[src/rtl/time_display_pkg.sv]
// Shared types and constants for the multiplexed time display driver.
package time_display_pkg;

   localparam int NUM_DIGITS = 8;

   // Conversion sequencer states
   typedef enum logic [2:0] {
      ST_IDLE,
      ST_LOAD,
      ST_CONV_H,
      ST_CONV_M,
      ST_CONV_S,
      ST_CONV_C,
      ST_COMMIT
   } conv_state_t;

   // Per-digit code: 0-9 are numerals, plus two special glyphs
   typedef logic [3:0] digit_code_t;
   typedef digit_code_t [NUM_DIGITS-1:0] digit_buf_t;

   localparam digit_code_t CODE_BLANK = 4'hA;
   localparam digit_code_t CODE_DASH  = 4'hB;

   // Active-low segment patterns, bit order {g,f,e,d,c,b,a}
   localparam logic [6:0] SEG_0     = 7'b1000000;
   localparam logic [6:0] SEG_1     = 7'b1111001;
   localparam logic [6:0] SEG_2     = 7'b0100100;
   localparam logic [6:0] SEG_3     = 7'b0110000;
   localparam logic [6:0] SEG_4     = 7'b0011001;
   localparam logic [6:0] SEG_5     = 7'b0010010;
   localparam logic [6:0] SEG_6     = 7'b0000010;
   localparam logic [6:0] SEG_7     = 7'b1111000;
   localparam logic [6:0] SEG_8     = 7'b0000000;
   localparam logic [6:0] SEG_9     = 7'b0010000;
   localparam logic [6:0] SEG_BLANK = 7'b1111111;
   localparam logic [6:0] SEG_DASH  = 7'b0111111;

   // Largest legal value of each time field
   localparam logic [4:0] MAX_HOURS   = 5'd23;
   localparam logic [5:0] MAX_MINUTES = 6'd59;
   localparam logic [5:0] MAX_SECONDS = 6'd59;
   localparam logic [6:0] MAX_CENTIS  = 7'd99;

endpackage

[src/rtl/seven_segment_decoder.sv]
// Combinational digit-code to active-low seven-segment pattern decoder.
module seven_segment_decoder
   import time_display_pkg::*;
(
   input  logic [3:0] code,
   output logic [6:0] segments
);

   // Map each code to its glyph; unused codes show nothing
   always_comb begin
      segments = SEG_BLANK;
      case (code)
         4'd0:       segments = SEG_0;
         4'd1:       segments = SEG_1;
         4'd2:       segments = SEG_2;
         4'd3:       segments = SEG_3;
         4'd4:       segments = SEG_4;
         4'd5:       segments = SEG_5;
         4'd6:       segments = SEG_6;
         4'd7:       segments = SEG_7;
         4'd8:       segments = SEG_8;
         4'd9:       segments = SEG_9;
         CODE_DASH:  segments = SEG_DASH;
         default:    segments = SEG_BLANK;
      endcase
   end

endmodule

[src/rtl/time_display_driver.sv]
// Eight-digit multiplexed HH.MM.SS.CC display driver: scans digits,
// converts snapshotted binary time to BCD once per frame, blinks on alarm.
module time_display_driver
   import time_display_pkg::*;
#(
   parameter int SCAN_DIV     = 4,
   parameter int BLINK_FRAMES = 8
)
(
   input  logic       clockSignal,
   input  logic       resetSignal,
   input  logic [4:0] hoursIn,
   input  logic [5:0] minutesIn,
   input  logic [5:0] secondsIn,
   input  logic [6:0] centisecondsIn,
   input  logic       ringSound,
   output logic [7:0] digitSelect,
   output logic [6:0] segments,
   output logic       decimalPoint,
   output logic       busy
);

   localparam logic [9:0] SCAN_LAST  = 10'(SCAN_DIV - 1);
   localparam logic [7:0] BLINK_LAST = 8'(BLINK_FRAMES - 1);

   // Scan state
   logic [9:0]  cycleCount;
   logic [2:0]  digitIndex;
   logic        scanStep;
   logic        frameWrap;

   // Blink state
   logic [7:0]  frameCount;
   logic        blankPhase;

   // Conversion state
   conv_state_t state;
   logic [4:0]  snapHours;
   logic [5:0]  snapMinutes;
   logic [5:0]  snapSeconds;
   logic [6:0]  snapCentis;
   logic [6:0]  remainder;
   logic [3:0]  tensCount;
   digit_buf_t  staging;
   digit_buf_t  displayBuffer;

   // Per-field combinational helpers
   logic        fieldOutOfRange;
   logic        fieldDone;
   logic [6:0]  nextRemainder;
   conv_state_t nextFieldState;
   logic [2:0]  tensSlot;
   logic [2:0]  onesSlot;
   digit_code_t tensCode;
   digit_code_t onesCode;

   // Display path
   digit_code_t selectedCode;
   logic [6:0]  decodedSegments;

   // Scan step and frame boundary detection
   always_comb begin
      scanStep  = (cycleCount == SCAN_LAST);
      frameWrap = scanStep && (digitIndex == 3'd7);
   end

   // Digit scan counters
   always_ff @(posedge clockSignal) begin
      if (resetSignal) begin
         cycleCount <= '0;
         digitIndex <= '0;
      end else if (scanStep) begin
         cycleCount <= '0;
         digitIndex <= digitIndex + 3'd1;
      end else begin
         cycleCount <= cycleCount + 10'd1;
      end
   end

   // Blink phase: toggles every BLINK_FRAMES frames while ringing, lit otherwise
   always_ff @(posedge clockSignal) begin
      if (resetSignal || !ringSound) begin
         frameCount <= '0;
         blankPhase <= 1'b0;
      end else if (frameWrap) begin
         if (frameCount == BLINK_LAST) begin
            frameCount <= '0;
            blankPhase <= ~blankPhase;
         end else begin
            frameCount <= frameCount + 8'd1;
         end
      end
   end

   // Select the field being converted and what follows it
   always_comb begin
      fieldOutOfRange = 1'b0;
      nextRemainder   = '0;
      nextFieldState  = ST_IDLE;
      tensSlot        = 3'd0;
      case (state)
         ST_CONV_H: begin
            fieldOutOfRange = (snapHours > MAX_HOURS);
            nextRemainder   = {1'b0, snapMinutes};
            nextFieldState  = ST_CONV_M;
            tensSlot        = 3'd7;
         end
         ST_CONV_M: begin
            fieldOutOfRange = (snapMinutes > MAX_MINUTES);
            nextRemainder   = {1'b0, snapSeconds};
            nextFieldState  = ST_CONV_S;
            tensSlot        = 3'd5;
         end
         ST_CONV_S: begin
            fieldOutOfRange = (snapSeconds > MAX_SECONDS);
            nextRemainder   = snapCentis;
            nextFieldState  = ST_CONV_C;
            tensSlot        = 3'd3;
         end
         ST_CONV_C: begin
            fieldOutOfRange = (snapCentis > MAX_CENTIS);
            nextRemainder   = '0;
            nextFieldState  = ST_COMMIT;
            tensSlot        = 3'd1;
         end
         default: ;
      endcase
      onesSlot  = tensSlot - 3'd1;
      fieldDone = fieldOutOfRange || (remainder < 7'd10);
   end

   // Digit codes stored when a field finishes
   always_comb begin
      tensCode = digit_code_t'(tensCount);
      onesCode = digit_code_t'(remainder[3:0]);
      if (fieldOutOfRange) begin
         tensCode = CODE_DASH;
         onesCode = CODE_DASH;
      end else if ((state == ST_CONV_H) && (tensCount == 4'd0)) begin
         tensCode = CODE_BLANK;
      end
   end

   // Conversion FSM: snapshot at frame wrap, repeated-subtraction BCD, commit
   always_ff @(posedge clockSignal) begin
      if (resetSignal) begin
         state         <= ST_IDLE;
         busy          <= 1'b0;
         snapHours     <= '0;
         snapMinutes   <= '0;
         snapSeconds   <= '0;
         snapCentis    <= '0;
         remainder     <= '0;
         tensCount     <= '0;
         staging       <= {NUM_DIGITS{CODE_BLANK}};
         displayBuffer <= {NUM_DIGITS{CODE_BLANK}};
      end else begin
         case (state)
            ST_IDLE: begin
               if (frameWrap) begin
                  snapHours   <= hoursIn;
                  snapMinutes <= minutesIn;
                  snapSeconds <= secondsIn;
                  snapCentis  <= centisecondsIn;
                  state       <= ST_LOAD;
                  busy        <= 1'b1;
               end
            end
            ST_LOAD: begin
               remainder <= {2'b00, snapHours};
               tensCount <= '0;
               state     <= ST_CONV_H;
            end
            ST_CONV_H, ST_CONV_M, ST_CONV_S, ST_CONV_C: begin
               // Out-of-range fields skip subtraction and store dashes at once
               if (!fieldDone) begin
                  remainder <= remainder - 7'd10;
                  tensCount <= tensCount + 4'd1;
               end else begin
                  staging[tensSlot] <= tensCode;
                  staging[onesSlot] <= onesCode;
                  remainder         <= nextRemainder;
                  tensCount         <= '0;
                  state             <= nextFieldState;
               end
            end
            ST_COMMIT: begin
               displayBuffer <= staging;
               state         <= ST_IDLE;
               busy          <= 1'b0;
            end
            default: begin
               state <= ST_IDLE;
               busy  <= 1'b0;
            end
         endcase
      end
   end

   // Code of the currently scanned digit
   always_comb begin
      selectedCode = displayBuffer[digitIndex];
   end

   seven_segment_decoder u_decoder (
      .code     (selectedCode),
      .segments (decodedSegments)
   );

   // Registered display outputs, one cycle behind the scan index
   always_ff @(posedge clockSignal) begin
      if (resetSignal) begin
         digitSelect  <= '1;
         segments     <= SEG_BLANK;
         decimalPoint <= 1'b1;
      end else begin
         digitSelect  <= (blankPhase && ringSound) ? 8'hFF : ~(8'b1 << digitIndex);
         segments     <= decodedSegments;
         decimalPoint <= ~((digitIndex == 3'd2) || (digitIndex == 3'd4) ||
                           (digitIndex == 3'd6));
      end
   end

endmodule

[config.mk]
export PLATFORM = sky130hd
export DESIGN_NAME = time_display_driver
export DESIGN_NICKNAME = d
export VERILOG_FILES = /design/src/rtl/time_display_pkg.sv /design/src/rtl/seven_segment_decoder.sv /design/src/rtl/time_display_driver.sv
export SDC_FILE = /design/constraint.sdc
export NUM_CORES = 1
export LEC_CHECK = 0
export BUFFER_PORTS_ARGS = -buffer_cell sky130_fd_sc_hd__buf_2
export CORE_UTILIZATION = 40
export CTS_CLUSTER_SIZE = 40
export DETAILED_ROUTE_END_ITERATION = 12
export PLACE_DENSITY = 0.58
export SLEW_MARGIN = 20
export SYNTH_ARGS = -nofsm -noshare
export SYNTH_HDL_FRONTEND = slang
export SYNTH_SLANG_ARGS = --single-unit
[constraint.sdc]
create_clock -name clockSignal -period 6.63 [get_ports clockSignal]
set_clock_uncertainty 0.1 [all_clocks]
set_input_delay 0.3315 -clock clockSignal [delete_from_list [all_inputs] [get_ports clockSignal]]
set_output_delay 0.3315 -clock clockSignal [all_outputs]
set_load 0.03 [all_outputs]
==> metrics.md <==
| Metric | Value |
|---|---|
| Status | finished, final reports clean |
| FF-to-FF setup slack | 3.80 ns |
| Achievable Freq | 353 MHz |
| Pwr Density | 265 nW/um2 |
| First-pass GRT wire length | 23.1 mm |
| Top post-synthesis cells by area | dfxtp_1 (46%), nand2_1 (9.1%), a21oi_1 (5.0%) |
| Postcts setup bufs | 0 |
| Clk sinks | 141 |
| Number of max-cap violations | 0 |
| Multi-input gate area | 3060 um2 |
| CTS buffer count | 17 |
| Post-CTS Resized | 0 |
| Family with the most delay on the worst path | compound AO/OA/AOI/OAI gates |
| Arr. time, crit path | 3.04 ns |
| Syn_area_per_cell | 8.82 um2 |
| Post-Layout Cell Count | 924 |
| Hold WC Path Type | input pin to register |
| Initial antenna violation count | 0 |
| Area growth, synth to finish | 14.4% |
| Fin crit share | 42.7% |
| Required time worst endpoint | 6.84 ns |
| Synth Flop Type | dfxtp_1 |
| Sequential cell area fraction in the yosys report | 45.8% |
| Placed insts | 892 |
| Reg2reg start | remainder[1] |
| Most common cell after layout, fill and taps aside | nand2_1 |
| DR iter-0 viols | 344 |
| CTS tree | done |
| Syn nets | 743 |
| Largest net degree at the start of global routing | 90 |
| FF+latch area | 2820 um2 |
| Drt first pass iters | 5 |
| Final Hold Fails | 0 |
| Final setup violation count | 0 |
| Syn Std Cell Area | 6160 um2 |
| Via count | 4,967 |
| Tot GR Track Use | 18.3% |
| Final hold slack | 0.0386 ns |
| Htree depth | 4 |
| Max incr delay on CP | 0.80 ns |
| Layout cells sized above 1 | 15.4% |
| Vert. Die Dim | 126 um |
| Number of synthesized flops with an enable pin | 0 |
| Worst Setup SP | remainder[1] |
| CP endpoint kind | register |
| Placed Area | 6440 um2 |
| Worst Setup Path Type | register to register |
| Slowest CP cell | a21oi_1 |
| Post-route setup TNS | 0 ns |
| CP endpoint | staging[25] |
| Num rows | 45 |
| # fillers | 1,438 |
| Die area | 15,900 um2 |
| Slew of the pin with the lowest slew margin | 0.978 ns |
| Max transition margin | 34.8% |
| Die Wd | 126 um |
| Io pins | 44 |
| Clk Latency, worst-skew pair | 0.43 ns |
| CP Max Fanout | 14 |
| Initial Utilization | 40.7% |
| Post-synthesis cell type count | 65 |
| Nets | 767 |
| Area leader, netlist | dfxtp_1 |
| Clock-pin slew on the worst setup and hold paths | 0.06 ns |
| Levels on crit path | 7 |
| Cells after Synth | 699 |
| WL final | 13.8 mm |
| Power, Total | 0.00187 W |
| Antenna Cells | 0 |
| FF-to-FF End | staging[25] |
| Synth top area share | 45.8% |
| Commonest non-fill, non-tap cells in the layout | nand2_1 (150), dfxtp_1 (141), a21oi_1 (62) |
| Pleak | 2.56 nW |
| CORE AREA | 15,100 um2 |
| Worst path buffer plus inverter count | 1 |
| PortBufs | 43 |
| Final instance area | 7050 um2 |
| Via/cell ratio | 5.38 |
| Register bit total from synthesis | 141 |
| # hold bufs at CTS | 0 |
| RSZ-0062 raised after global routing | false |
| Total grt overflow | 0 |
| CP Cell Sequence | inv_1, ha_1, nor2b_4, or4_4, a21oi_1, nand2_1, o32a_1 |
| Fraction of registers with async set/reset | 0% |
| GP Congestion | 0.847 |
| Yosys Warn Count | 0 |
| DP Wirelength | 9.39 mm |
| Antenna-violating nets left | 0 |
| Fin crit period | 2.83 ns |
| Vias in the first global route | 4,716 |
| Clk Tree Root Cell | clkbuf_16 |
| Wire per inst | 14.9 um |
| Clock Path Buffers | 2 |
| Final max-slew violation count | 0 |
| Startpoint Class | register |
| DRC errors left | 0 |
| Worst reg-to-reg path cell count | 7 |
| Peak VDD IR | 0.189 mV |
-- layout make-up --
class	instances	area share, %
multi-input combinational	494	43.4
sequential	141	40.0
clock buffer	18	6.23
timing repair buffer	47	3.48
tap	188	3.34
clock inverter	14	2.38
inverter	22	1.17
-- report_power, final --
part           internal, W  total (W)  switching (W)
Combinational    0.0000141  0.0000387      0.0000246
Clock             0.000600   0.000972       0.000372
Sequential        0.000851   0.000856     0.00000504
-- layer usage --
layer	global-route usage [%]	vias to the layer above	part of all wire, %
met3	4.84	27	4.1
met4	8.08	0	2.0
met5	0	-	0
li1	-	2472	-
met1	22.7	2351	46
met2	30.0	117	48
-- tightest hold or removal path, delay by kind of cell --
family	cells	cell delay, ns
AND/OR/NAND/NOR	1	0.04
buffers and inverters	1	0.10
AO/OA/AOI/OAI	1	0.05
-- cells in the mapped netlist (5+ instances only) --
cell / n
a211o_1: 7
a21oi_1: 62
a221oi_1: 6
and2_1: 6
and3_1: 5
buf_2: 11
clkbuf_1: 24
dfxtp_1: 141
ha_1: 17
inv_1: 21
mux2_2: 5
mux2i_1: 7
mux4_2: 8
nand2_1: 150
nand2b_1: 5
nand3_1: 33
nor2_1: 47
nor2b_1: 8
nor3_1: 7
o21ai_0: 17
o32a_1: 6
o32ai_1: 6
xnor2_1: 14
xor2_1: 5
-- kinds of logic after synthesis --
family | after synthesis | synth area share (%)
flops | 141 | 45.8
xor+xnor | 19 | 2.70
mux | 22 | 5.70
buf+inv | 64 | 4.73
simple gates | 292 | 21.7
fa+ha+maj | 17 | 3.45
compound gates | 144 | 15.9
-- how the worst min path moves through the flow --
stage                                  from                end  slack (ns)  depth (start not counted)
after floorplan               cycleCount[0]      cycleCount[0]        0.33                          1
after global placement    displayBuffer[18]  displayBuffer[18]        0.34                          2
after CTS                      minutesIn[5]     snapMinutes[5]        0.02                          3
after global routing      centisecondsIn[2]      snapCentis[2]        0.04                          3
final                     centisecondsIn[3]      snapCentis[3]        0.04                          3
after detailed placement        staging[28]  displayBuffer[28]        0.34                          2
-- flip-flops by register name (all words and copies together), names as in the netlist --
register and cells:
blankPhase 1, busy 1, cycleCount 10, decimalPoint 1, digitIndex 3, digitSelect 8
displayBuffer 32, frameCount 8, remainder 7, segments 7, snapCentis 7, snapHours 5
snapMinutes 6, snapSeconds 6, staging 32, state 3, tensCount 4
-- metrics by stage --
stage | worst slack [ns] | util (%)
after CTS | 3.78 | 46.6
after floorplan | 4.14 | -
final | 3.80 | 46.6
after detailed placement | 3.79 | 42.5
after global routing | 3.57 | 46.6
after global placement | 3.85 | 42.5
Power figures use the tool's default switching activity.
